==> src/rtl/adder_io_pkg.sv <==
// Shared types for the GPIO adder sequencer.
// Holds the FSM encoding and default widths.
package adder_io_pkg;
  localparam int WIDTH_DEF = 4;
  localparam int SETTLE_W  = 4;

  typedef enum logic [1:0] {
    IDLE    = 2'd0,
    SETTLE  = 2'd1,
    CAPTURE = 2'd2
  } state_t;
endpackage

==> src/rtl/adder_io_sequencer_sync2.sv <==
// Two-flop synchroniser for asynchronous pad inputs.
// Async active-low reset clears both stages.
module sync2 #(
  parameter int W = 1
) (
  input  logic         clk,
  input  logic         rst_n,
  input  logic [W-1:0] d,
  output logic [W-1:0] q
);
  logic [W-1:0] s1;

  always_ff @(posedge clk or negedge rst_n) begin
    if (!rst_n) begin
      s1 <= '0;
      q  <= '0;
    end else begin
      s1 <= d;
      q  <= s1;
    end
  end
endmodule

==> src/rtl/adder_io_sequencer.sv <==
// Sequences GPIO operands into a combinational adder.
// Captures sum/carry into registered pad outputs.
module adder_io_sequencer
  import adder_io_pkg::*;
#(
  parameter int WIDTH      = WIDTH_DEF,
  parameter int SETTLE_CYC = 2,
  parameter int CNT_W      = 8
) (
  input  logic             wb_clk_i,
  input  logic             wb_rst_ni,
  input  logic [WIDTH-1:0] pin_a_i,
  input  logic [WIDTH-1:0] pin_b_i,
  input  logic             pin_stb_i,
  output logic [WIDTH-1:0] add_a_o,
  output logic [WIDTH-1:0] add_b_o,
  input  logic [WIDTH-1:0] add_sum_i,
  input  logic             add_co_i,
  output logic [WIDTH-1:0] res_sum_o,
  output logic             res_co_o,
  output logic             res_valid_o,
  output logic             busy_o,
  output logic             dropped_o,
  output logic [CNT_W-1:0] op_count_o
);
  localparam logic [SETTLE_W-1:0] SETTLE_LAST =
    SETTLE_W'(SETTLE_CYC - 1);

  logic [WIDTH-1:0]    a_s, b_s;
  logic                stb_s, stb_q, stb_edge;
  logic [SETTLE_W-1:0] cnt;
  logic                load, cap, drop;
  state_t              state, state_n;

  sync2 #(.W(WIDTH)) u_sync_a (
    .clk(wb_clk_i), .rst_n(wb_rst_ni), .d(pin_a_i), .q(a_s)
  );
  sync2 #(.W(WIDTH)) u_sync_b (
    .clk(wb_clk_i), .rst_n(wb_rst_ni), .d(pin_b_i), .q(b_s)
  );
  sync2 #(.W(1)) u_sync_stb (
    .clk(wb_clk_i), .rst_n(wb_rst_ni), .d(pin_stb_i), .q(stb_s)
  );

  assign stb_edge = stb_s & ~stb_q;

  always_ff @(posedge wb_clk_i or negedge wb_rst_ni) begin
    if (!wb_rst_ni) begin
      state  <= IDLE;
      busy_o <= 1'b0;
    end else begin
      state  <= state_n;
      busy_o <= (state_n != IDLE);
    end
  end

  always_comb begin
    state_n = state;
    unique case (state)
      IDLE:    if (stb_edge) state_n = SETTLE;
      SETTLE:  if (cnt == SETTLE_LAST) state_n = CAPTURE;
      CAPTURE: state_n = IDLE;
      default: state_n = IDLE;
    endcase
  end

  always_comb begin
    load = 1'b0;
    cap  = 1'b0;
    drop = 1'b0;
    unique case (state)
      IDLE:    load = stb_edge;
      SETTLE:  drop = stb_edge;
      CAPTURE: begin
        drop = stb_edge;
        cap  = 1'b1;
      end
      default: ;
    endcase
  end

  // Operands and results hold until an accepted strobe or a capture.
  always_ff @(posedge wb_clk_i or negedge wb_rst_ni) begin
    if (!wb_rst_ni) begin
      stb_q       <= 1'b0;
      cnt         <= '0;
      add_a_o     <= '0;
      add_b_o     <= '0;
      res_sum_o   <= '0;
      res_co_o    <= 1'b0;
      res_valid_o <= 1'b0;
      dropped_o   <= 1'b0;
      op_count_o  <= '0;
    end else begin
      stb_q <= stb_s;
      if (load) begin
        add_a_o     <= a_s;
        add_b_o     <= b_s;
        res_valid_o <= 1'b0;
        cnt         <= '0;
      end else if (state == SETTLE) begin
        cnt <= cnt + 1'b1;
      end
      if (cap) begin
        res_sum_o   <= add_sum_i;
        res_co_o    <= add_co_i;
        res_valid_o <= 1'b1;
        op_count_o  <= op_count_o + 1'b1;
      end
      if (drop) dropped_o <= 1'b1;
    end
  end
endmodule

==> config.mk <==
export PLATFORM = sky130hd
export DESIGN_NAME = adder_io_sequencer
export DESIGN_NICKNAME = d
export VERILOG_FILES = /design/src/rtl/adder_io_pkg.sv /design/src/rtl/adder_io_sequencer_sync2.sv /design/src/rtl/adder_io_sequencer.sv
export SDC_FILE = /design/constraint.sdc
export NUM_CORES = 1
export LEC_CHECK = 0
export ABC_CLOCK_PERIOD_IN_PS = 2410
export CAP_MARGIN = 10
export CORE_MARGIN = 3
export CORE_UTILIZATION = 45
export CTS_BUF_LIST = sky130_fd_sc_hd__clkbuf_4 sky130_fd_sc_hd__clkbuf_8
export CTS_CLUSTER_SIZE = 12
export DETAILED_ROUTE_END_ITERATION = 8
export GPL_TIMING_DRIVEN = 1
export PLACE_DENSITY_LB_ADDON = 0.15
export SLEW_MARGIN = 20
export SYNTH_ARGS = -nofsm -noshare
export SYNTH_HDL_FRONTEND = slang
export SYNTH_SLANG_ARGS = --single-unit
==> constraint.sdc <==
create_clock -name wb_clk_i -period 2.41 [get_ports wb_clk_i]
set_input_delay 0.241 -clock wb_clk_i [delete_from_list [all_inputs] [get_ports wb_clk_i]]
set_output_delay 0.241 -clock wb_clk_i [all_outputs]
set_load 0.03 [all_outputs]
==> flow_metrics.py, run 1 <==
metrics = {
    "setup_path": {
        "crit_fanout": 12,
        "cp_num_buf_inv": 1,
        "reg2reg_depth": 5,
        "critical_path_required_ns": 2.63,
        "regToRegSetupSlack_ns": 0.71,
        "cp.arrival_ns": 1.92,
        "path_cells": "inv_1 -> ha_1 -> nand4_1 -> nor3_1 -> xor2_1",
        "cp.depth": 5,
        "slowest_stage": "ha_1",
        "cp-startpoint": "state[0]",
        "path_delay_family": "simple AND/OR/NAND/NOR gates",
        "cpPeakStageDelay_ns": 0.45,
        "crit_end": "op_count_o[7]",
        "endpoint_kind": "register",
        "r2r-start": "state[0]",
        "start_kind": "register",
        "r2r_end": "op_count_o[7]",
        "crit_type": "register to register",
    },
    "grt": {
        "gr-total-overflow": 0,
        "grt_pass1_wl_mm": 4.41,
        "grt_pass1_vias": 985,
        "antenna_found_initial": 0,
        "grt_max_degree": 50,
        "grt_usage_pct": 12.9,
    },
    "clocking": {
        "clk_pin_slew_worst_paths_ns": 0.08,
        "post_cts_buffers": 0,
        "numCtsBuffers": 5,
        "cts_tree": "built",
        "cts_resized": 0,
        "clk_path_buf_depth": 2,
        "cts.sinks": 49,
        "clk_latency_ns": 0.29,
        "cts-root-buf": "clkbuf_8",
        "htreeDepth": 2,
    },
    "detailed_routing": {
        "via_per_inst": 4.70,
        "drc": 0,
        "dr.first_iter.drc_count": 46,
        "route.vias.total": 968,
        "first_pass_iters": 3,
        "wl_mm": 2.65,
        "routedWlPerCell_um": 12.9,
        "ant_nets": 0,
    },
    "floorplan": {
        "die_y_um": 68.9,
        "start_util_pct": 47.5,
        "dieArea_um2": 4740,
        "coreArea_um2": 3740,
        "die-width_um": 68.9,
        "ios": 40,
        "rows": 22,
    },
    "power": {
        "p_sw_share_pct": 34.0,
        "power.share.clock_pct": 19.1,
        "switching_power_uw": 973,
        "p_leak_nw": 1.04,
        "pwr-share-seq_pct": 41.5,
        "powerDensity_nw_per_um2": 1230,
        "intPower_mw": 1.89,
        "pwr-share-comb_pct": 39.3,
        "peakVddDrop_uv": 617,
    },
    "hold_path": {
        "hold_class": "register to register",
    },
    "sta": {
        "holdWs_ns": 0.350,
        "fin_tns_setup_ns": 0,
        "clock_skew_ns": 0.00690,
        "timing.slew.headroom_pct": 61.5,
        "period_share_pct": 70.5,
        "hold_violations": 0,
        "fin_crit_ns": 1.70,
        "final-setup-viol-count": 0,
        "tightest_slew_ns": 0.577,
        "grt_setup_unrepaired": "no",
        "finalMaxSlewViolations": 0,
        "clock.fmax_mhz": 588,
    },
    "synth": {
        "async_reset_ff_share_pct": 100,
        "ys_top_cells_by_count": "dfrtp_1 (49), mux2_2 (8), ha_1 (6), mux2_4 (6), nand2_1 (6)",
        "synth_edf_count": 0,
        "synth_most_common_cell": "dfrtp_1",
        "synthFlopType": "dfrtp_1",
        "synthCells": 114,
        "synth.mux.area_fraction_pct": 10.1,
        "synth_cell_types": 24,
        "syn_avg_cell_area_um2": 15.6,
        "synth_top_family_by_area": "multiplexers",
        "synth_compound_area_share_pct": 2.81,
        "synth-simple-area-share_pct": 7.11,
        "syn_area_um2": 1780,
        "synth_xor_area_share_pct": 4.93,
        "synth-seq-area-share_pct": 69.0,
        "ys_ff_latch": 49,
        "synthAdderAreaFrac_pct": 4.22,
        "yosysTopAreaCellShare_pct": 69.0,
        "ys.warnings.count": 0,
        "synth_top_area_cell": "dfrtp_1",
        "synth_area_leaders": "dfrtp_1 (69%), mux2_2 (5.1%), mux2_4 (5.1%)",
        "synth_nets": 136,
    },
    "place": {
        "gp_congestion": 0.705,
        "port-buffer-count": 39,
        "dp_hpwl_mm": 1.84,
    },
    "status": {
        "status": "completed",
    },
    "finish": {
        "antenna_cells": 0,
        "area_growth_pct": 30.4,
        "final_nets": 180,
        "drive_gt1_share_pct": 15.8,
    },
    "job": {
        "cap_violations": 0,
    },
}
## cell type report
cell class | instances | area [um2]
inverter | 3 | 11.3
clock buffer | 5 | 68.8
timing repair buffer | 40 | 398
sequential | 49 | 1230
fill | 310 | 1430
multi-input combinational | 59 | 519
clock inverter | 2 | 35.0
tap | 48 | 60.1
## power groups by stage
stage          sequential (mW)  clock (mW)  combinational, mW
4_1_cts                   1.20       0.565               1.14
3_3_place_gp              1.20           0               1.11
5_1_grt                   1.23       0.599               1.21
2_1_floorplan             1.50           0              0.400
3_5_place_dp              1.21           0               1.14
6_report                  1.19       0.548               1.13
## flip-flops by register name, summed over array words and instances, names as in the netlist, 2 cells and up
signal / count
res_sum_o: 4
cnt: 4
add_a_o: 4
u_sync_a.s1: 4
u_sync_b.q: 4
state: 2
u_sync_a.q: 4
op_count_o: 8
add_b_o: 4
u_sync_b.s1: 4
## worst min-delay path by stage
stage,startpoint,endpoint,slack [ns],cells after the start
after global routing,u_sync_stb.s1,u_sync_stb.q,0.36,0
after global placement,u_sync_b.s1[1],u_sync_b.q[1],0.33,0
after floorplan,wb_rst_ni,add_a_o[0],-0.05,0
after CTS,wb_rst_ni,cnt[3],0.16,1
final,u_sync_stb.s1,u_sync_stb.q,0.35,0
after detailed placement,u_sync_a.s1[3],u_sync_a.q[3],0.33,0
## per-stage QoR
step / cells / setup WS (ns) / power (mW) / utilization [%] / instance area [um2]
after floorplan: 114 / 1.02 / 1.90 / - / 1780
after global placement: 198 / 0.769 / 2.31 / 58.8 / 2200
after detailed placement: 198 / 0.706 / 2.35 / 58.8 / 2200
after CTS: 205 / 0.688 / 2.91 / 61.6 / 2310
after global routing: 206 / 0.516 / 3.04 / 61.9 / 2320
final: 206 / 0.710 / 2.86 / 61.9 / 2320
## cells in the final DEF, fill, tap and decap left out, types with 2 or more instances in the layout
cell type | synthesis | layout
inv_1 | 3 | 3
a21o_1 | 2 | 2
xnor2_1 | 5 | 5
ha_1 | 6 | 6
nand4_1 | 4 | 4
nand2_1 | 6 | 6
clkdlybuf4s50_1 | 0 | 38
clkbuf_8 | 0 | 5
mux2_2 | 8 | 8
a21oi_1 | 2 | 2
dfrtp_1 | 49 | 49
xor2_1 | 5 | 5
nor2_1 | 5 | 5
mux2_4 | 6 | 6
## what timing repair did
item                       in CTS  in global routing
setup endpoints to repair       0                  0
hold buffers                    0                  1
hold endpoints to repair        0                 48
## layer usage
metal,vias up,wire length [um],track usage [%]
li1,471,-,-
met1,468,1240,17.1
met2,24,1270,20.0
met3,5,102,2.92
met4,0,41,6.57
met5,-,0,0
## logic make-up (layout without fill, tap and decap cells)
group | count (synthesis) | in the layout
adder cells (fa/ha/maj) | 6 | 6
XOR/XNOR | 10 | 10
AO/OA/AOI/OAI | 7 | 7
multiplexers | 14 | 14
AND/OR/NAND/NOR | 22 | 22
buffers and inverters | 6 | 50
flip-flops | 49 | 49
Power figures use the tool's default switching activity.
==> run 2: changes to the inputs <==
Settings changed: ABC_CLOCK_PERIOD_IN_PS 2410 to 1700.
Clock period 2.41 ns to 1.7 ns, I/O delays scaled along.
==> run 2 against run 1 <==
Via count is 3.9% higher. Power up 44%. Worst setup slack got worse by 0.61 ns. Cell count up 1.9%. First-iteration DRC count decreased by 6.5%. Hold slack got worse by 0.048 ns. Flip-flop and latch count unchanged. Critical path depth down 4. Global-route usage is 1.1 points higher. Register-to-register slack worse by 0.53 ns. Die area did not move. Non-clock buffer count is 3 higher.
==> flow_metrics.py, run 2 (synthesized netlist as in run 1, its figures left out) <==
metrics = {
    "status": {
        "status": "completed",
    },
    "setup_path": {
        "crit_type": "register to output port",
        "path_delay_family": "buffers and inverters",
        "regToRegSetupSlack_ns": 0.18,
        "slowest_stage": "clkdlybuf4s50_1",
        "critical_path_required_ns": 1.53,
        "cpPeakStageDelay_ns": 0.70,
        "crit_fanout": 5,
        "reg2reg_depth": 4,
        "start_kind": "register",
        "cp-startpoint": "op_count_o[3]",
        "cp_num_buf_inv": 1,
        "path_cells": "clkdlybuf4s50_1",
        "r2r-start": "state[0]",
        "r2r_end": "add_b_o[0]",
        "endpoint_kind": "output port",
        "cp.arrival_ns": 1.43,
    },
    "power": {
        "peakVddDrop_uv": 1100,
        "pwr-share-comb_pct": 39.3,
        "switching_power_mw": 1.41,
        "p_sw_share_pct": 34.1,
        "p_leak_nw": 1.07,
        "pwr-share-seq_pct": 41.0,
        "intPower_mw": 2.72,
        "power.share.clock_pct": 19.8,
        "powerDensity_nw_per_um2": 1750,
    },
    "sta": {
        "fin_tns_setup_ns": 0,
        "tightest_slew_ns": 0.531,
        "hold_violations": 0,
        "fin_crit_ns": 1.60,
        "final-setup-viol-count": 0,
        "setup_ws_ns": 0.103,
        "period_share_pct": 94.0,
        "grt_setup_unrepaired": "no",
        "finalMaxSlewViolations": 0,
        "clock.fmax_mhz": 626,
        "timing.slew.headroom_pct": 64.6,
        "clock_skew_ns": 0.00409,
    },
    "place": {
        "post_dp_cell_area_um2": 2240,
        "port-buffer-count": 39,
        "gp_congestion": 0.742,
        "dp_hpwl_mm": 2.00,
        "pre_cts_slack_ns": 0.182,
    },
    "floorplan": {
        "rows": 22,
        "ios": 40,
        "dieArea_um2": 4740,
        "die-width_um": 68.9,
        "coreArea_um2": 3740,
        "die_y_um": 68.9,
        "start_util_pct": 47.5,
    },
    "clocking": {
        "cts_tree": "built",
        "clk_path_buf_depth": 2,
        "clk_pin_slew_worst_paths_ns": 0.08,
        "numCtsBuffers": 5,
        "cts_resized": 0,
        "cts-root-buf": "clkbuf_8",
        "htreeDepth": 2,
        "cts.sinks": 49,
        "clk_latency_ns": 0.29,
        "post_cts_buffers": 0,
    },
    "grt": {
        "gr-total-overflow": 0,
        "grt_pass1_wl_mm": 4.76,
        "grt_pass1_vias": 1086,
        "antenna_found_initial": 0,
        "grt_usage_pct": 14.1,
        "grt_max_degree": 28,
    },
    "hold_path": {
        "whs_path_depth": 1,
        "hold_start": "pin_a_i[0]",
        "worstHoldEndpoint": "u_sync_a.s1[0]",
        "hold_class": "primary input to register",
    },
    "detailed_routing": {
        "via_per_inst": 4.79,
        "first_pass_iters": 4,
        "dr.first_iter.drc_count": 43,
        "ant_nets": 0,
        "routedWlPerCell_um": 13.0,
        "route.vias.total": 1006,
        "wl_mm": 2.72,
        "drc": 0,
    },
    "finish": {
        "antenna_cells": 0,
        "multiInputGateArea_um2": 519,
        "largest_register_ffs": 8,
        "final_nets": 183,
        "drive_gt1_share_pct": 17.9,
        "final_common_cell": "dfrtp_1",
        "final_cell_area_um2": 2360,
        "area_growth_pct": 32.9,
        "fill_cells": 297,
        "top_register": "op_count_o",
        "regArea_um2": 1230,
        "mostFrequentLayoutCells": "dfrtp_1 (49), clkdlybuf4s50_1 (38), mux2_2 (8)",
    },
    "job": {
        "cap_violations": 0,
    },
}
[run 2: cell count changes in the layout (fill, tap and decap cells not counted)]
cell      change
clkbuf_4      +1
clkinv_4      +1
buf_2         +1
clkinv_2      -1
buf_4         +1
buf_12        +1
[run 2: final cells by class]
| class | count | share of cell area, % |
|---|---|---|
| Sequential cell | 49 | 51.9 |
| Multi-Input combinational cell | 59 | 22.0 |
| Timing Repair Buffer | 43 | 18.2 |
| Clock buffer | 6 | 3.23 |
| Tap cell | 48 | 2.54 |
| Clock inverter | 2 | 1.64 |
| Inverter | 3 | 0.477 |
[run 2: power by group through the flow]
stage	registers, mW	clock network [mW]	logic [mW]
6_report	1.70	0.817	1.62
3_3_place_gp	1.70	0	1.61
4_1_cts	1.70	0.850	1.64
5_1_grt	1.75	0.902	1.75
3_5_place_dp	1.72	0	1.64
2_1_floorplan	2.13	0	0.567
[run 2: layer usage]
metal | wire length, um | track usage (%) | up-vias
met5 | 0 | 0 | -
met4 | 45 | 5.11 | 0
met3 | 175 | 6.32 | 6
met2 | 1330 | 21.9 | 25
met1 | 1170 | 17.3 | 499
li1 | - | - | 476
[run 2: worst max path at each step]
stage / endpoint / slack (ns) / cells after the start
3_5_place_dp: add_b_o[0] / 0.18 / 4
5_1_grt: op_count_o[3] / 0.04 / 1
2_1_floorplan: add_a_o[0] / 0.31 / 5
4_1_cts: op_count_o[2] / 0.08 / 1
6_report: op_count_o[3] / 0.10 / 1
3_3_place_gp: add_b_o[1] / 0.27 / 4
[run 2: through the flow]
stage          total power, mW  hold WS [ns]  util (%)  std cells
6_report                  4.14         0.303      63.1        210
5_1_grt                   4.40         0.282      63.1        210
4_1_cts                   4.20         0.289      63.1        210
3_5_place_dp              3.36         0.181      59.8        201
3_3_place_gp              3.31         0.177      59.8        201
2_1_floorplan             2.70        -0.126         -        114
[run 2: timing repair]
item | 4_1_cts | 5_1_grt
endpoints found under the setup margin | 0 | 0
hold endpoints to repair | 22 | 0
hold buffers | 1 | 0
